===== config.mk =====
export PLATFORM = sky130hd
export DESIGN_NAME = store_drain_queue
export DESIGN_NICKNAME = d
export VERILOG_FILES = /design/src/rtl/rv32i_types.sv /design/src/rtl/store_commit_fifo.sv /design/src/rtl/store_drain_queue.sv
export SDC_FILE = /design/constraint.sdc
export NUM_CORES = 2
export LEC_CHECK = 0
export ABC_AREA = 1
export BUFFER_PORTS_ARGS = -buffer_cell sky130_fd_sc_hd__buf_4
export CAP_MARGIN = 20
export CORE_UTILIZATION = 57
export DETAILED_ROUTE_END_ITERATION = 7
export PLACE_DENSITY = 0.89
export SLEW_MARGIN = 25
export SYNTH_ARGS = -nofsm -noshare
export SYNTH_HDL_FRONTEND = slang
export SYNTH_SLANG_ARGS = --single-unit

===== constraint.sdc =====
create_clock -name clk -period 2.97 [get_ports clk]
set_input_delay 0.4455 -clock clk [delete_from_list [all_inputs] [get_ports clk]]
set_output_delay 0.4455 -clock clk [all_outputs]
set_load 0.02 [all_outputs]

===== src/rtl/rv32i_types.sv =====
// Shared store-queue types: the per-tag entry record and the drain FSM states.
package rv32i_types;

  typedef struct packed {
    logic        alloc;
    logic        ready;
    logic        committed;
    logic [31:0] addr;
    logic [31:0] wdata;
    logic [3:0]  wmask;
  } store_entry_t;

  typedef enum logic [1:0] {
    IDLE = 2'd0,
    REQ  = 2'd1,
    KICK = 2'd2
  } drain_state_t;

endpackage


===== src/rtl/store_commit_fifo.sv =====
// In-order FIFO of committed store tags; DEPTH must be a power of 2 so the pointers wrap for free.
module store_commit_fifo #(
  parameter int DEPTH = 16,
  parameter int WIDTH = 4
) (
  input  logic             clk,
  input  logic             rst,
  input  logic             push,
  input  logic             pop,
  input  logic [WIDTH-1:0] din,
  output logic [WIDTH-1:0] dout,
  output logic             empty,
  output logic             full
);

  localparam int PW = $clog2(DEPTH);

  logic [WIDTH-1:0] mem [DEPTH];
  logic [PW-1:0]    rd_ptr;
  logic [PW-1:0]    wr_ptr;
  logic [PW:0]      count;
  logic             do_push;
  logic             do_pop;

  assign empty   = (count == '0);
  assign full    = (count == (PW+1)'(DEPTH));
  assign do_pop  = pop && !empty;
  // A pop in the same cycle frees the slot, so a push into a full FIFO is still safe.
  assign do_push = push && (!full || do_pop);
  assign dout    = mem[rd_ptr];

  always_ff @(posedge clk) begin
    if (do_push) mem[wr_ptr] <= din;
  end

  always_ff @(posedge clk or negedge rst) begin
    if (!rst) begin
      rd_ptr <= '0;
      wr_ptr <= '0;
      count  <= '0;
    end else begin
      if (do_push) wr_ptr <= wr_ptr + PW'(1);
      if (do_pop)  rd_ptr <= rd_ptr + PW'(1);
      case ({do_push, do_pop})
        2'b10:   count <= count + (PW+1)'(1);
        2'b01:   count <= count - (PW+1)'(1);
        default: count <= count;
      endcase
    end
  end

endmodule


===== src/rtl/store_drain_queue.sv =====
// Per-tag store buffer that drains committed stores to data memory one at a time, in commit order.
module store_drain_queue
  import rv32i_types::*;
#(
  parameter int TAG_DEPTH = 16
) (
  input  logic                         clk,
  input  logic                         rst,
  input  logic                         alloc_valid,
  input  logic [$clog2(TAG_DEPTH)-1:0] alloc_tag,
  input  logic                         exe_valid,
  input  logic [$clog2(TAG_DEPTH)-1:0] exe_tag,
  input  logic [31:0]                  exe_addr,
  input  logic [31:0]                  exe_wdata,
  input  logic [3:0]                   exe_wmask,
  input  logic                         commit_valid,
  input  logic [$clog2(TAG_DEPTH)-1:0] commit_tag,
  input  logic                         flush,
  input  logic [TAG_DEPTH-1:0]         flush_live_mask,
  output logic [31:0]                  dmem_addr,
  output logic [31:0]                  dmem_wdata,
  output logic [3:0]                   dmem_wmask,
  output logic                         dmem_req,
  input  logic                         dmem_resp,
  output logic [$clog2(TAG_DEPTH)-1:0] wb_store_tag,
  output logic                         wb_store_tag_kick,
  output logic                         drain_busy,
  output logic                         protocol_err
);

  localparam int TW = $clog2(TAG_DEPTH);

  store_entry_t  entries      [TAG_DEPTH];
  store_entry_t  entries_next [TAG_DEPTH];
  drain_state_t  state;
  logic [TW-1:0] cur_tag;
  logic [TW-1:0] fifo_dout;
  logic          fifo_empty;
  logic          fifo_full;
  logic          fifo_pop;
  logic          exe_hit;
  logic          same_tag;
  logic          commit_ok;

  assign exe_hit   = exe_valid && entries[exe_tag].alloc;
  assign same_tag  = exe_valid && commit_valid && (exe_tag == commit_tag);
  assign commit_ok = commit_valid && entries[commit_tag].alloc &&
                     entries[commit_tag].ready && !same_tag;
  assign fifo_pop  = (state == IDLE) && !fifo_empty;

  store_commit_fifo #(
    .DEPTH (TAG_DEPTH),
    .WIDTH (TW)
  ) u_fifo (
    .clk   (clk),
    .rst   (rst),
    .push  (commit_ok),
    .pop   (fifo_pop),
    .din   (commit_tag),
    .dout  (fifo_dout),
    .empty (fifo_empty),
    .full  (fifo_full)
  );

  // Later updates override earlier ones: flush beats alloc, and the drained tag is always released.
  always_comb begin
    entries_next = entries;
    for (int unsigned i = 0; i < TAG_DEPTH; i++) begin
      if (alloc_valid && !flush && (alloc_tag == TW'(i))) begin
        entries_next[i].alloc     = 1'b1;
        entries_next[i].ready     = 1'b0;
        entries_next[i].committed = 1'b0;
      end
      if (exe_hit && (exe_tag == TW'(i))) begin
        entries_next[i].addr  = exe_addr;
        entries_next[i].wdata = exe_wdata;
        entries_next[i].wmask = exe_wmask;
        entries_next[i].ready = 1'b1;
      end
      if (commit_ok && (commit_tag == TW'(i)))
        entries_next[i].committed = 1'b1;
      if (flush && !flush_live_mask[i] && !entries[i].committed &&
          !(commit_ok && (commit_tag == TW'(i)))) begin
        entries_next[i].alloc     = 1'b0;
        entries_next[i].ready     = 1'b0;
        entries_next[i].committed = 1'b0;
      end
      if ((state == KICK) && (cur_tag == TW'(i))) begin
        entries_next[i].alloc     = 1'b0;
        entries_next[i].ready     = 1'b0;
        entries_next[i].committed = 1'b0;
      end
    end
  end

  always_ff @(posedge clk or negedge rst) begin
    if (!rst) begin
      for (int unsigned i = 0; i < TAG_DEPTH; i++) entries[i] <= '0;
    end else begin
      entries <= entries_next;
    end
  end

  // The payload is captured at pop so it stays stable for the whole request.
  always_ff @(posedge clk or negedge rst) begin
    if (!rst) begin
      state        <= IDLE;
      cur_tag      <= '0;
      dmem_addr    <= '0;
      dmem_wdata   <= '0;
      dmem_wmask   <= '0;
      protocol_err <= 1'b0;
    end else begin
      if (commit_valid && !commit_ok) protocol_err <= 1'b1;
      case (state)
        IDLE: begin
          if (!fifo_empty) begin
            cur_tag    <= fifo_dout;
            dmem_addr  <= entries[fifo_dout].addr;
            dmem_wdata <= entries[fifo_dout].wdata;
            dmem_wmask <= entries[fifo_dout].wmask;
            state      <= REQ;
          end
        end
        REQ:     if (dmem_resp) state <= KICK;
        KICK:    state <= IDLE;
        default: state <= IDLE;
      endcase
    end
  end

  assign dmem_req          = (state == REQ);
  assign wb_store_tag_kick = (state == KICK);
  assign wb_store_tag      = (state == KICK) ? cur_tag : '0;
  assign drain_busy        = !fifo_empty || (state != IDLE);

  a_no_overflow: assert property (@(posedge clk) disable iff (!rst)
                                  !(fifo_full && commit_ok && !fifo_pop));

endmodule

==> metrics.cfg <==
[status]
outcome = complete, no violations

[layout]
final_util = 0.650
finalInstanceArea_um2 = 69700
mostFrequentLayoutCells = 2352 x nand2_1, 1224 x dfrtp_1, 1135 x o21ai_0
drive_gt1_frac = 0.0810
antenna_cells = 0
final_nets = 7784
final_common_cell = nand2_1
fillers = 8098
areaGrowthSynthToFinish_pct = 12.8
fin_cells = 9179

[global_routing]
grt_usage = 0.335
grt_pass1_wl_um = 291000
grt_antenna_before_repair = 1
grt_pass1_vias = 54554
grt-ovfl-total = 0
grt_max_degree = 142

[run]
maxCapViolations = 0

[synth]
syn_area_per_cell_um2 = 7.96
ys_ff_latch = 1288
synthCells = 7763
synth_area_um2 = 61800
yosys_warnings = 0
synth_fp_nets = 7874
ys_types = 37
ys_seq_area_frac = 0.527

[routing]
ant_nets = 0
post_drt_via_cell_ratio = 6.07
routed_wl_um = 183000
wire_per_inst_um = 20.0
drt_iter0_markers = 6900
firstDrtPassIters = 7
vias = 55687
post-route-drc-count = 0

[critical_path]
cp.arrival_ps = 3520
cp-end-kind = flip-flop
cp-start-kind = flip-flop
reg2regPathDepth = 14
cp_max_fo = 43
required_ps = 3660
crit_type = flip-flop to flip-flop

[sta]
fmax_mhz = 353
setup_viol = 0
setup_tns_ps = 0
min_period_ps = 2830
worst_pin_slew_ps = 827
slew_headroom = 0.449
finClkSkew_ps = 32.1
final-hold-violation-count = 0
period_share = 0.953
maxSlewViolCount = 0

[floorplan]
fp-row-count = 120
die_h_um = 331
die_area_um2 = 110000
num_io_pins = 179
die_w_um = 331
start_util = 0.576
coreArea_um2 = 107000

[placement]
placed_area_um2 = 65300
gp_congestion = 0.928
hpwl_um = 105000
place_inst = 8937
portBuffers = 178

[clock_tree]
clock-sinks = 1288
cts_root_buf = clkbuf_16
clk_pin_slew_ps = 70
clkLatencyLatePin_ps = 760
htreeDepth = 4
cts_tree = yes
clock_path_buffers = 3
numCtsBuffers = 134

[power_and_ir_drop]
vdd_ir_drop_max_mv = 1.24
power_mw = 74.0
p_leak_nw = 33.4
power_density_nw_per_um2 = 1060

[min_path]
min_path_cells = 5
hold_path_class = input port to flip-flop

-- flip-flops by register name, summed over array words and instances (netlist names) --
register / count
cur_tag: 4
dmem_addr: 32
dmem_wdata: 32
dmem_wmask: 4
entries: 1136
protocol_err: 1
state: 2
u_fifo.count: 5
u_fifo.mem: 64
u_fifo.rd_ptr: 4
u_fifo.wr_ptr: 4
-- repair_timing --
action	4_1_cts	5_1_grt
hold buffers	3	0
buffers inserted	0	0
resized for setup	0	8
setup endpoints to repair	0	46
hold endpoints to repair	52	0
-- cells in the mapped netlist --
cell type	n	share of area
o21ai_0	1135	0.092
nor2_1	129	0.0078
o21ai_1	5	0.00041
nor4_1	2	0.00020
buf_1	37	0.0022
ha_1	8	0.0016
buf_6	3	0.00055
dfrtp_1	1224	0.50
nand3_2	3	0.00049
nand3_1	1078	0.087
buf_2	279	0.023
o311ai_0	1	0.00014
clkbuf_1	295	0.018
nand3b_1	340	0.041
o32ai_1	1	0.00014
and2_1	1	0.00010
nand2_1	2356	0.14
o221ai_1	3	0.00043
xnor2_1	2	0.00028
o211ai_1	8	0.00097
nand4_1	15	0.0015
a22oi_1	8	0.00097
a21boi_0	4	0.00049
edfxtp_1	64	0.031
clkinv_1	2	0.00012
o211a_1	1	0.00016
nand2_2	2	0.00020
a21oi_1	8	0.00065
inv_2	5	0.00030
o22ai_1	20	0.0020
nor3_1	28	0.0023
nor2_2	1	0.00010
xor2_1	10	0.0014
nand4_2	1	0.00020
inv_1	666	0.040
buf_4	17	0.0021
a21o_1	1	0.00012
-- layer usage --
layer  vias up  share of wire  global-route usage
met5         -       0.000060                   0
met4         2          0.056               0.181
met3       750           0.11              0.0616
met2      3501           0.46               0.539
met1     26549           0.37               0.431
li1      24885              -                   -
-- worst max-delay path, stage by stage (launching register included) --
cell and delay, ps:
dfrtp_1 380, inv_1 390, nor2_1 140, o21ai_0 130
nand3_1 100, nand3_1 120, nand2_4 130, inv_8 330
buf_6 370, nand3_1 120, nand3_1 110, nand3_1 110
nand2_1 180, nand2_1 70, nand2_1 70
-- through the flow --
step / hold slack (ps) / worst slack (ps)
after floorplan: 150 / 39.0
after global placement: 402 / -103
after detailed placement: 407 / -2.91
after CTS: 12.8 / 18.5
after global routing: 87.7 / -67.0
final: 40.6 / 141
-- final timing paths --
check | from | end | slack, ps
max reg2reg | u_fifo.rd_ptr[1] | dmem_wdata[3] | 140
min | flush_live_mask[8] | entries[565] | 40
max in group asynchronous | rst | entries[269] | 1520
max | u_fifo.rd_ptr[1] | dmem_wdata[3] | 140
min in group asynchronous | rst | entries[441] | 240
min reg2reg | protocol_err | protocol_err | 460
-- kinds of logic (layout without fill, tap and decap cells) --
logic type / after synthesis / count (layout) / synth area share
compound gates: 1195 / 1195 / 0.0985
simple gates: 3956 / 3956 / 0.285
fa+ha+maj: 8 / 8 / 0.00162
buf+inv: 1304 / 1317 / 0.0863
flops: 1288 / 1288 / 0.527
xor+xnor: 12 / 12 / 0.00170
-- cell type report --
class,count,area [um2],area share
flip-flops and latches,1288,32600,0.467
multi-input cells,5171,24100,0.345
repair buffers,405,4430,0.0636
well taps,1403,1760,0.0252
inverters,673,2550,0.0365
clock inverters,40,402,0.00576
clock buffers,199,3930,0.0564
-- power by group --
group | leakage, nW | switching, mW | total (mW) | internal (mW)
combinational | 13.8 | 25.6 | 37.3 | 11.7
clock | 2.13 | 7.05 | 16.7 | 9.63
sequential | 17.4 | 0.881 | 20.1 | 19.2
total | 33.4 | 33.5 | 74.0 | 40.5
(Power assumes the default switching activity.)
